$ cat config.mk
export PLATFORM = sky130hd
export DESIGN_NAME = irda_link_scheduler
export DESIGN_NICKNAME = d
export VERILOG_FILES = /design/src/rtl/irda_pkg.sv /design/src/rtl/irda_char_fifo.sv /design/src/rtl/irda_link_scheduler.sv
export SDC_FILE = /design/constraint.sdc
export NUM_CORES = 1
export LEC_CHECK = 0
export ABC_AREA = 1
export CORE_MARGIN = 3
export CORE_UTILIZATION = 52
export CTS_CLUSTER_SIZE = 16
export DETAILED_ROUTE_END_ITERATION = 6
export PLACE_DENSITY_LB_ADDON = 0.1
export SYNTH_ARGS = -nofsm -noshare
export SYNTH_HDL_FRONTEND = slang
export SYNTH_SLANG_ARGS = --single-unit
$ cat constraint.sdc
create_clock -name clk -period 1.8 [get_ports clk]
set_input_delay 0.27 -clock clk [delete_from_list [all_inputs] [get_ports clk]]
set_output_delay 0.27 -clock clk [all_outputs]
set_load 0.01 [all_outputs]
$ cat src/rtl/irda_pkg.sv
// Shared types and default constants for the IrDA half-duplex link scheduler.
package irda_pkg;

    // Link ownership phases; TX_* own the transmitter, RX_* own the receiver.
    typedef enum logic [2:0] {
        ST_IDLE     = 3'd0,
        ST_TX_LOAD  = 3'd1,
        ST_TX_RUN   = 3'd2,
        ST_TX_GUARD = 3'd3,
        ST_RX_RUN   = 3'd4,
        ST_RX_GUARD = 3'd5
    } state_t;

    localparam int DATA_W_DEF     = 7;
    localparam int FIFO_DEPTH_DEF = 4;
    localparam int GUARD_CYC_DEF  = 1000;
    localparam int RX_TIMEOUT_DEF = 500000;
    localparam int CNT_W_DEF      = 20;

    // True while the transmitter is released from reset and enabled.
    function automatic logic is_tx_owner(input state_t s);
        return (s == ST_TX_LOAD) || (s == ST_TX_RUN);
    endfunction

endpackage

$ cat src/rtl/irda_char_fifo.sv
// Small synchronous character queue; a push while full is still accepted
// when a pop happens in the same cycle, since a slot frees up at that edge.
module irda_char_fifo
    import irda_pkg::*;
#(
    parameter int DATA_W = DATA_W_DEF,
    parameter int DEPTH  = FIFO_DEPTH_DEF
) (
    input  logic                     clk,
    input  logic                     rst,
    input  logic                     push,
    input  logic [DATA_W-1:0]        push_data,
    input  logic                     pop,
    output logic [DATA_W-1:0]        pop_data,
    output logic [$clog2(DEPTH):0]   count,
    output logic                     full,
    output logic                     empty
);
    localparam int AW = $clog2(DEPTH);

    logic [DATA_W-1:0] mem [DEPTH];
    logic [AW-1:0]     wr_ptr_q, wr_ptr_d;
    logic [AW-1:0]     rd_ptr_q, rd_ptr_d;
    logic [AW:0]       count_q, count_d;
    logic              do_push, do_pop;

    assign full     = (count_q == (AW+1)'(DEPTH));
    assign empty    = (count_q == '0);
    assign count    = count_q;
    assign pop_data = mem[rd_ptr_q];
    assign do_pop   = pop && !empty;
    assign do_push  = push && (!full || do_pop);

    // Next pointer/count values; power-of-two depth lets the pointers wrap naturally.
    always_comb begin
        wr_ptr_d = wr_ptr_q;
        rd_ptr_d = rd_ptr_q;
        count_d  = count_q;
        if (do_push) wr_ptr_d = wr_ptr_q + 1'b1;
        if (do_pop)  rd_ptr_d = rd_ptr_q + 1'b1;
        case ({do_push, do_pop})
            2'b10:   count_d = count_q + 1'b1;
            2'b01:   count_d = count_q - 1'b1;
            default: count_d = count_q;
        endcase
    end

    // Storage array kept free of reset so it can map onto RAM primitives.
    always_ff @(posedge clk) begin
        if (do_push) mem[wr_ptr_q] <= push_data;
    end

    // Pointer and occupancy registers.
    always_ff @(posedge clk or negedge rst) begin
        if (!rst) begin
            wr_ptr_q <= '0;
            rd_ptr_q <= '0;
            count_q  <= '0;
        end else begin
            wr_ptr_q <= wr_ptr_d;
            rd_ptr_q <= rd_ptr_d;
            count_q  <= count_d;
        end
    end

endmodule

$ cat src/rtl/irda_link_scheduler.sv
// Half-duplex owner of the shared IR channel: queues key-entered characters,
// hands the link to either the transmitter or the receiver, enforces a guard
// gap after every frame, blanks our own echo and aborts stalled receptions.
module irda_link_scheduler
    import irda_pkg::*;
#(
    parameter int DATA_W     = DATA_W_DEF,
    parameter int FIFO_DEPTH = FIFO_DEPTH_DEF,
    parameter int GUARD_CYC  = GUARD_CYC_DEF,
    parameter int RX_TIMEOUT = RX_TIMEOUT_DEF,
    parameter int CNT_W      = CNT_W_DEF
) (
    input  logic                          clk,
    input  logic                          rst,
    input  logic                          send_key,
    input  logic [DATA_W-1:0]             data_txd,
    input  logic                          rxd_ir,
    input  logic                          trans_done,
    input  logic                          rcv_done,
    output logic [DATA_W-1:0]             tx_data,
    output logic                          ena_trans,
    output logic                          start_trans,
    output logic                          rst_transmitter,
    output logic                          ena_rcv,
    output logic                          start_rcv,
    output logic                          rst_receiver,
    output logic [$clog2(FIFO_DEPTH):0]   fifo_count,
    output logic                          tx_overflow,
    output logic                          rx_timeout,
    output logic                          busy
);
    localparam logic [CNT_W-1:0] GUARD_LAST = CNT_W'(GUARD_CYC - 1);
    localparam logic [CNT_W-1:0] RX_LAST    = CNT_W'(RX_TIMEOUT - 1);

    state_t            state_q, state_d;
    logic [CNT_W-1:0]  cnt_q, cnt_d;
    logic [DATA_W-1:0] tx_data_q, tx_data_d;
    logic              rxd_meta_q, rxd_sync_q, key_q;
    logic              tx_overflow_q, tx_overflow_d;
    logic              rx_timeout_q, rx_timeout_d;
    logic              ena_trans_q, ena_trans_d, start_trans_q, start_trans_d;
    logic              ena_rcv_q, ena_rcv_d, start_rcv_q, start_rcv_d;
    logic              busy_q, busy_d;
    logic              push_req, fifo_pop, fifo_full, fifo_empty;
    logic [DATA_W-1:0] fifo_rd_data;

    assign push_req = send_key && !key_q;
    assign fifo_pop = (state_q == ST_TX_LOAD);

    irda_char_fifo #(
        .DATA_W (DATA_W),
        .DEPTH  (FIFO_DEPTH)
    ) u_fifo (
        .clk       (clk),
        .rst       (rst),
        .push      (push_req),
        .push_data (data_txd),
        .pop       (fifo_pop),
        .pop_data  (fifo_rd_data),
        .count     (fifo_count),
        .full      (fifo_full),
        .empty     (fifo_empty)
    );

    // Ownership sequencing, guard/watchdog counting and next-state output decode.
    always_comb begin
        state_d       = state_q;
        cnt_d         = cnt_q;
        tx_data_d     = tx_data_q;
        rx_timeout_d  = 1'b0;
        tx_overflow_d = tx_overflow_q || (push_req && fifo_full && !fifo_pop);
        case (state_q)
            ST_IDLE: begin
                // Incoming light takes priority over pending transmissions.
                if (rxd_sync_q) begin
                    state_d = ST_RX_RUN;
                    cnt_d   = '0;
                end else if (!fifo_empty) begin
                    state_d = ST_TX_LOAD;
                end
            end
            ST_TX_LOAD: begin
                tx_data_d = fifo_rd_data;
                state_d   = ST_TX_RUN;
            end
            ST_TX_RUN: begin
                if (trans_done) begin
                    state_d = ST_TX_GUARD;
                    cnt_d   = '0;
                end
            end
            ST_TX_GUARD, ST_RX_GUARD: begin
                if (cnt_q == GUARD_LAST) begin
                    state_d = ST_IDLE;
                    cnt_d   = '0;
                end else begin
                    cnt_d = cnt_q + 1'b1;
                end
            end
            ST_RX_RUN: begin
                if (rcv_done) begin
                    state_d = ST_RX_GUARD;
                    cnt_d   = '0;
                end else if (cnt_q == RX_LAST) begin
                    rx_timeout_d = 1'b1;
                    state_d      = ST_RX_GUARD;
                    cnt_d        = '0;
                end else begin
                    cnt_d = cnt_q + 1'b1;
                end
            end
            default: begin
                state_d = ST_IDLE;
                cnt_d   = '0;
            end
        endcase
        ena_trans_d   = is_tx_owner(state_d);
        start_trans_d = (state_q == ST_TX_LOAD);
        ena_rcv_d     = (state_d == ST_RX_RUN);
        start_rcv_d   = (state_d == ST_RX_RUN) && (state_q != ST_RX_RUN);
        busy_d        = (state_d != ST_IDLE);
    end

    // State, synchroniser, key edge history and registered outputs.
    always_ff @(posedge clk or negedge rst) begin
        if (!rst) begin
            state_q       <= ST_IDLE;
            cnt_q         <= '0;
            tx_data_q     <= '0;
            rxd_meta_q    <= 1'b0;
            rxd_sync_q    <= 1'b0;
            key_q         <= 1'b0;
            tx_overflow_q <= 1'b0;
            rx_timeout_q  <= 1'b0;
            ena_trans_q   <= 1'b0;
            start_trans_q <= 1'b0;
            ena_rcv_q     <= 1'b0;
            start_rcv_q   <= 1'b0;
            busy_q        <= 1'b0;
        end else begin
            state_q       <= state_d;
            cnt_q         <= cnt_d;
            tx_data_q     <= tx_data_d;
            rxd_meta_q    <= rxd_ir;
            rxd_sync_q    <= rxd_meta_q;
            key_q         <= send_key;
            tx_overflow_q <= tx_overflow_d;
            rx_timeout_q  <= rx_timeout_d;
            ena_trans_q   <= ena_trans_d;
            start_trans_q <= start_trans_d;
            ena_rcv_q     <= ena_rcv_d;
            start_rcv_q   <= start_rcv_d;
            busy_q        <= busy_d;
        end
    end

    assign tx_data         = tx_data_q;
    assign ena_trans       = ena_trans_q;
    assign start_trans     = start_trans_q;
    assign rst_transmitter = !ena_trans_q;
    assign ena_rcv         = ena_rcv_q;
    assign start_rcv       = start_rcv_q;
    assign rst_receiver    = !ena_rcv_q;
    assign tx_overflow     = tx_overflow_q;
    assign rx_timeout      = rx_timeout_q;
    assign busy            = busy_q;

endmodule

## Yosys cells after proc, flatten, opt, wreduce, memory -nomap -nowiden

Memories as Yosys holds them, arrays and structs flattened. A register that Yosys moved wholly into a read port is not among the register bits.
Index checks and enable logic that the tools add are counted.

| operators by class | value |
|---|---|
| reduce and logical (&&, ||, !) cells | 22 |
| mux-type cells | 19 |
| equality and inequality tests | 16 |
| bitwise operators | 1 |
| add/sub/neg operators | 5 |

Operator list:

| kind | count |
|---|---|
| $mux 20 | 5 |
| $pmux 20 s5 | 1 |
| $add 20x1->20 const B | 1 |
| $eq 20x10->1 const B | 1 |
| $eq 20x19->1 const B | 1 |
| $mux 3 | 6 |
| $pmux 3 s5 | 1 |
| $eq 3x3->1 const B | 4 |
| $eq 3x2->1 const B | 3 |
| $logic_not 1->1 | 7 |
| $eq 3x1->1 const B | 2 |
| $logic_and 1x1->1 | 6 |
| $logic_not 3->1 | 2 |
| $pmux 3 s2 | 1 |
| $mux 1 | 5 |
| $add 2x1->2 const B | 2 |
| $ne 2x2->1 const B | 2 |
| $add 3x1->3 const B | 1 |
| $logic_or 1x1->1 | 3 |
| $ne 3x3->1 const B | 1 |
| $reduce_and 3->1 | 1 |
| $reduce_bool 3->1 | 1 |
| $sub 3x1->3 const B | 1 |
| $eq 2x1->1 const B | 1 |
| other kinds (4) | 4 |

| storage, ports and cells | value |
|---|---|
| logic and storage cells | 79 |
| input port bits | 13 |
| memories kept | 1 |
| RAM bits | 28 |
| output and inout port bits | 19 |
| register bits | 40 |

Memory list:

| memory | depth | bits a word | read ports | clocked after Yosys merged registers in | write ports | line | text |
|---|---|---|---|---|---|---|---|
| u_fifo.mem | 4 | 7 | 1 | 1 | 1 | irda_char_fifo.sv:21 | `logic [DATA_W-1:0] mem [DEPTH];` |

## Longest topological paths before layout

| depth | value |
|---|---|
| depth after elaboration | 7 |
| mapped depth | 11 |
| depth with buffers taken out | 10 |

## Cells and area by module

From an unflattened synthesis, not the netlist that was laid out.

| unflattened totals | value |
|---|---|
| cell total of the unflattened synthesis | 460 |
| area total of the unflattened synthesis | 3932.5 um^2 |

Modules (own cells, without submodules):

| module | cells each | times used | sequential area each (um^2) | area each (um^2) |
|---|---|---|---|---|
| irda_link_scheduler | 322 | 1 | 1001.0 | 2372.3 |
| irda_char_fifo | 138 | 1 | 1016.0 | 1560.2 |

## Worst setup path after synthesis

No wires, ideal clock.

| path | value |
|---|---|
| path kind | reg-to-reg |
| start | register state_q[2] |
| end | register u_fifo.count_q[2], in the netlist u_fifo.count[2] |
| path buffers | 0 |
| setup time | 0.131 ns |
| path slack | -0.162 ns |
| arrival | 1.831 ns |
| stages on the path, launching flop included | 10 |
| clock period less this slack | 1.962 ns |
| data required time | 1.669 ns |
| path through | dfrtp_1 > inv_2 > nand3_2 > a31oi_1 > ha_1 > inv_1 > fa_1 > a21oi_1 > o21ai_0 > xor2_1 |

| on the way | value |
|---|---|
| longest elaborated chain between the ends | 6 |
| elaborated cells between the ends (all ways) | 8 |
| classes of those cells | 3 x eq/ne; 1 x mux; 4 x reduce/logical |

Ends and longest elaborated chain:

| element | line | text |
|---|---|---|
| from (decl) | irda_link_scheduler.sv:35 | `state_t state_q, state_d;` |
| from (signal assigned) | irda_link_scheduler.sv:141 | `state_q <= state_d;` |
| $eq 3x1->1 (*) | irda_link_scheduler.sv:48 | `assign fifo_pop = (state_q == ST_TX_LOAD);` |
| $logic_and 1x1->1 (*) | irda_char_fifo.sv:31 | `assign do_pop = pop && !empty;` |
| via u_fifo.do_pop | irda_char_fifo.sv:25 | `logic do_push, do_pop;` |
| $logic_or 1x1->1 | irda_char_fifo.sv:32 | `assign do_push = push && (!full \|\| do_pop);` |
| $logic_and 1x1->1 | irda_char_fifo.sv:32 |  |
| $eq 2x1->1 / $eq 2x2->1 (equally long branches) | irda_char_fifo.sv:41 | `case ({do_push, do_pop})` |
| $pmux 3 s2 / $reduce_bool 2->1 (equally long branches) | -- |  |
| to (signal assigned) | irda_char_fifo.sv:62 | `count_q <= count_d;` |
| to (decl) | irda_char_fifo.sv:24 | `logic [AW:0] count_q, count_d;` |

The timed path passes the listed nets; every way through them passes the cells marked *.
A chain may end at the register's enable or synchronous reset.

## Worst setup path in the final report

Same ends and word-level chain as after synthesis.

==> flow_metrics.tcl <==
set metrics [dict create \
    status "finished, violations left" \
    wire_per_inst_microns 14.6 \
    synth_top_family_by_area "simple AND/OR/NAND/NOR gates" \
    grt_pass1_vias 2757 \
    slew_headroom_pct 65.6 \
    num_antenna_cells 0 \
    io_buffer_count 31 \
    top_level_ports 32 \
    finalPower_w 0.00664 \
    cts_tree "yes" \
    drive_gt1_share_pct 19.3 \
    violations "negative setup slack" \
    vias 2838 \
    synth_nets 411 \
    yosysMostFrequentCell "nand2_1" \
    clock_latency_ns 0.35 \
    synth-simple-area-share_pct 26.3 \
    power.leakage_nw 1.96 \
    core_sq_um 6530 \
    synth_top_area_share_pct 32.5 \
    synth_edf_count 28 \
    min_from "rxd_meta_q" \
    die_y_microns 89.4 \
    grt_pass1_wl_mm 13.1 \
    clock-sinks 75 \
    arrival_ns 2.04 \
    avgSynthCellArea_sq_um 9.26 \
    drt_iter0_drc 137 \
    start_kind "flip-flop" \
    hold_path.class "reg -> reg" \
    start_util_pct 55.4 \
    antenna_found_initial 0 \
    dieArea_sq_um 8000 \
    slew_violations 0 \
    synth_ff_type "dfrtp_1" \
    route.detailed.drc 0 \
    critPathMaxFanout 3 \
    rsz0062_at_grt "true" \
    fin_crit_sh_pct 101 \
    htreeDepth 3 \
    first_pass_iters 5 \
    clk_pin_slew_ns 0.08 \
    row_count 29 \
    yosys-top-cells-area "dfrtp_1 32%, edfxtp_1 23%, nand2_1 7.6%" \
    synth-compound-area-share_pct 5.39 \
    synthAdderAreaFrac_pct 2.63 \
    nets 477 \
    r2r_start "state_q[2]" \
    ant_nets 0 \
    synth_area_leader_cell "dfrtp_1" \
    final.setup_skew_ns 0.00867 \
    numCtsBuffers 9 \
    worstSetupEndpointType "flip-flop" \
    final-seq-area_sq_um 2020 \
    wirelength_mm 7.88 \
    max_clock_freq_mhz 552 \
    routed_via_density 5.27 \
    fin_crit_ns 1.81 \
    worst_slew_pin_slew_ns 0.516 \
    grt_max_degree 20 \
    synth-xor-area-share_pct 3.14 \
    nFillCells 520 \
    area_delta_synth_final_pct 24.4 \
    postSynth.asyncResetShare_pct 62.7 \
    cp.required_ns 2.03 \
    synth.distinct_cells 34 \
    grtUsageTotal_pct 21.9 \
    cp-startpoint "state_q[2]" \
    multi_input_area_sq_um 1410 \
    root_buffer "clkbuf_8" \
    die_x_microns 89.4 \
    synth.area.mux_share_pct 0 \
    hold_depth 0 \
    yosys-top-cells-count "73 x nand2_1, 65 x nor2_1, 47 x dfrtp_1" \
    postLayoutCoreUtil_pct 69.0 \
    drv_cap 0 \
    syn_inst 391 \
    path_class "reg -> reg" \
    finalSetupViolations 1 \
    ys_warn_count 0 \
    cellPowerDensity_nw_per_um2 1470 \
    cts_max_path_buffers 2 \
    post-dp-hpwl_mm 5.50 \
    ir_worst_vdd_mv 1.01 \
    reg2reg_depth 9 \
    seq_area_frac_synth_pct 55.7 \
    layout_setup_ws_ns -0.0116 \
    gr-total-overflow 0 \
    finalWeightedCongestion 0.869 \
    synth_area_sq_um 3620 \
    finalHoldViolCount 0 \
    ys_seq_elements 75 \
]
-- final timing paths --
kind,endpoint,slack (ns)
max in group asynchronous,cnt_q[13],0.85
max,u_fifo.count[2],-0.01
max reg2reg,u_fifo.count[2],-0.01
min reg2reg,rxd_sync_q,0.36
min in group asynchronous,tx_data[0],0.40
min,rxd_sync_q,0.36
-- registers in the layout (all words and copies together), names as in the netlist, 2 cells and up --
name,count
u_fifo.mem,28
cnt_q,20
tx_data,7
state_q,3
u_fifo.count,3
u_fifo.rd_ptr_q,2
u_fifo.wr_ptr_q,2
-- per-stage QoR --
stage	TNS (ns)	cell area [sq um]	hold WS, ns	setup slack (ns)	instances
2_1_floorplan	-0.0442	3650	-0.0256	-0.0442	391
3_3_place_gp	-0.136	4250	0.250	-0.0848	517
3_5_place_dp	-0.321	4250	0.253	-0.211	517
4_1_cts	0	4450	0.353	0.00448	535
5_1_grt	-0.129	4510	0.345	-0.112	539
6_report	-0.0116	4510	0.360	-0.0116	539
-- cells by family (layout without fill, tap and decap cells) --
logic type | after synthesis | in the layout
AND/OR/NAND/NOR | 206 | 206
flip-flops | 75 | 75
buffers and inverters | 58 | 129
AO/OA/AOI/OAI | 32 | 32
XOR/XNOR | 13 | 13
adder cells (fa/ha/maj) | 7 | 7
-- cell usage in the layout, fill, tap and decap left out, drive strengths merged --
| cell | instances |
|---|---|
| clkinv | 6 |
| xor2 | 9 |
| inv | 47 |
| clkdlybuf4s50 | 30 |
| clkbuf | 10 |
| xnor2 | 4 |
| a21oi | 6 |
| o21ai | 14 |
| nand2 | 76 |
| fa | 1 |
| nor4 | 2 |
| dlygate4sd3 | 1 |
| buf | 34 |
| dfrtp | 47 |
| ha | 6 |
| a31oi | 3 |
| nand3 | 29 |
| o32ai | 7 |
| o211ai | 1 |
| nor2 | 78 |
| nand3b | 1 |
| o21bai | 1 |
| edfxtp | 28 |
| bufinv | 1 |
| nor3 | 8 |
| nand4 | 12 |
-- metal layers --
layer | up-vias | track usage (%) | routed length, microns | part of all wire, %
met5 | - | 0 | 0 | 0
met4 | 0 | 7.44 | 157 | 2.0
met3 | 16 | 5.81 | 523 | 6.6
met2 | 104 | 32.1 | 3500 | 44
met1 | 1307 | 31.5 | 3700 | 47
li1 | 1411 | - | - | -
-- area by class of cell --
| type | count | share of cell area [%] |
|---|---|---|
| clock buffer | 10 | 2.83 |
| clock inverter | 6 | 1.28 |
| inverter | 48 | 4.11 |
| multi-input combinational | 258 | 31.2 |
| sequential | 75 | 44.8 |
| tap | 77 | 2.14 |
| timing repair buffer | 65 | 13.7 |
-- critical path, stage by stage (launching register included) --
cell,delay [ns]
dfrtp_1,0.40
inv_2,0.09
nand3_4,0.09
a31oi_4,0.17
ha_2,0.19
inv_2,0.04
fa_2,0.35
a21oi_2,0.13
o21ai_1,0.08
xor2_1,0.14
-- power breakdown --
group / internal (W) / switching, W / total (W)
Clock: 0.000631 / 0.000607 / 0.00124
Combinational: 0.00143 / 0.00163 / 0.00306
Sequential: 0.00212 / 0.000221 / 0.00234
Total: 0.00418 / 0.00246 / 0.00664
-- timing repair --
action                                 4_1_cts  5_1_grt
gates resized for setup                      0        9
setup endpoints to repair                    1       19
hold buffers                                 1        0
pin swaps                                    2        3
endpoints found under the hold margin       16        0
setup buffers                                1        4
(Power assumes the default switching activity.)
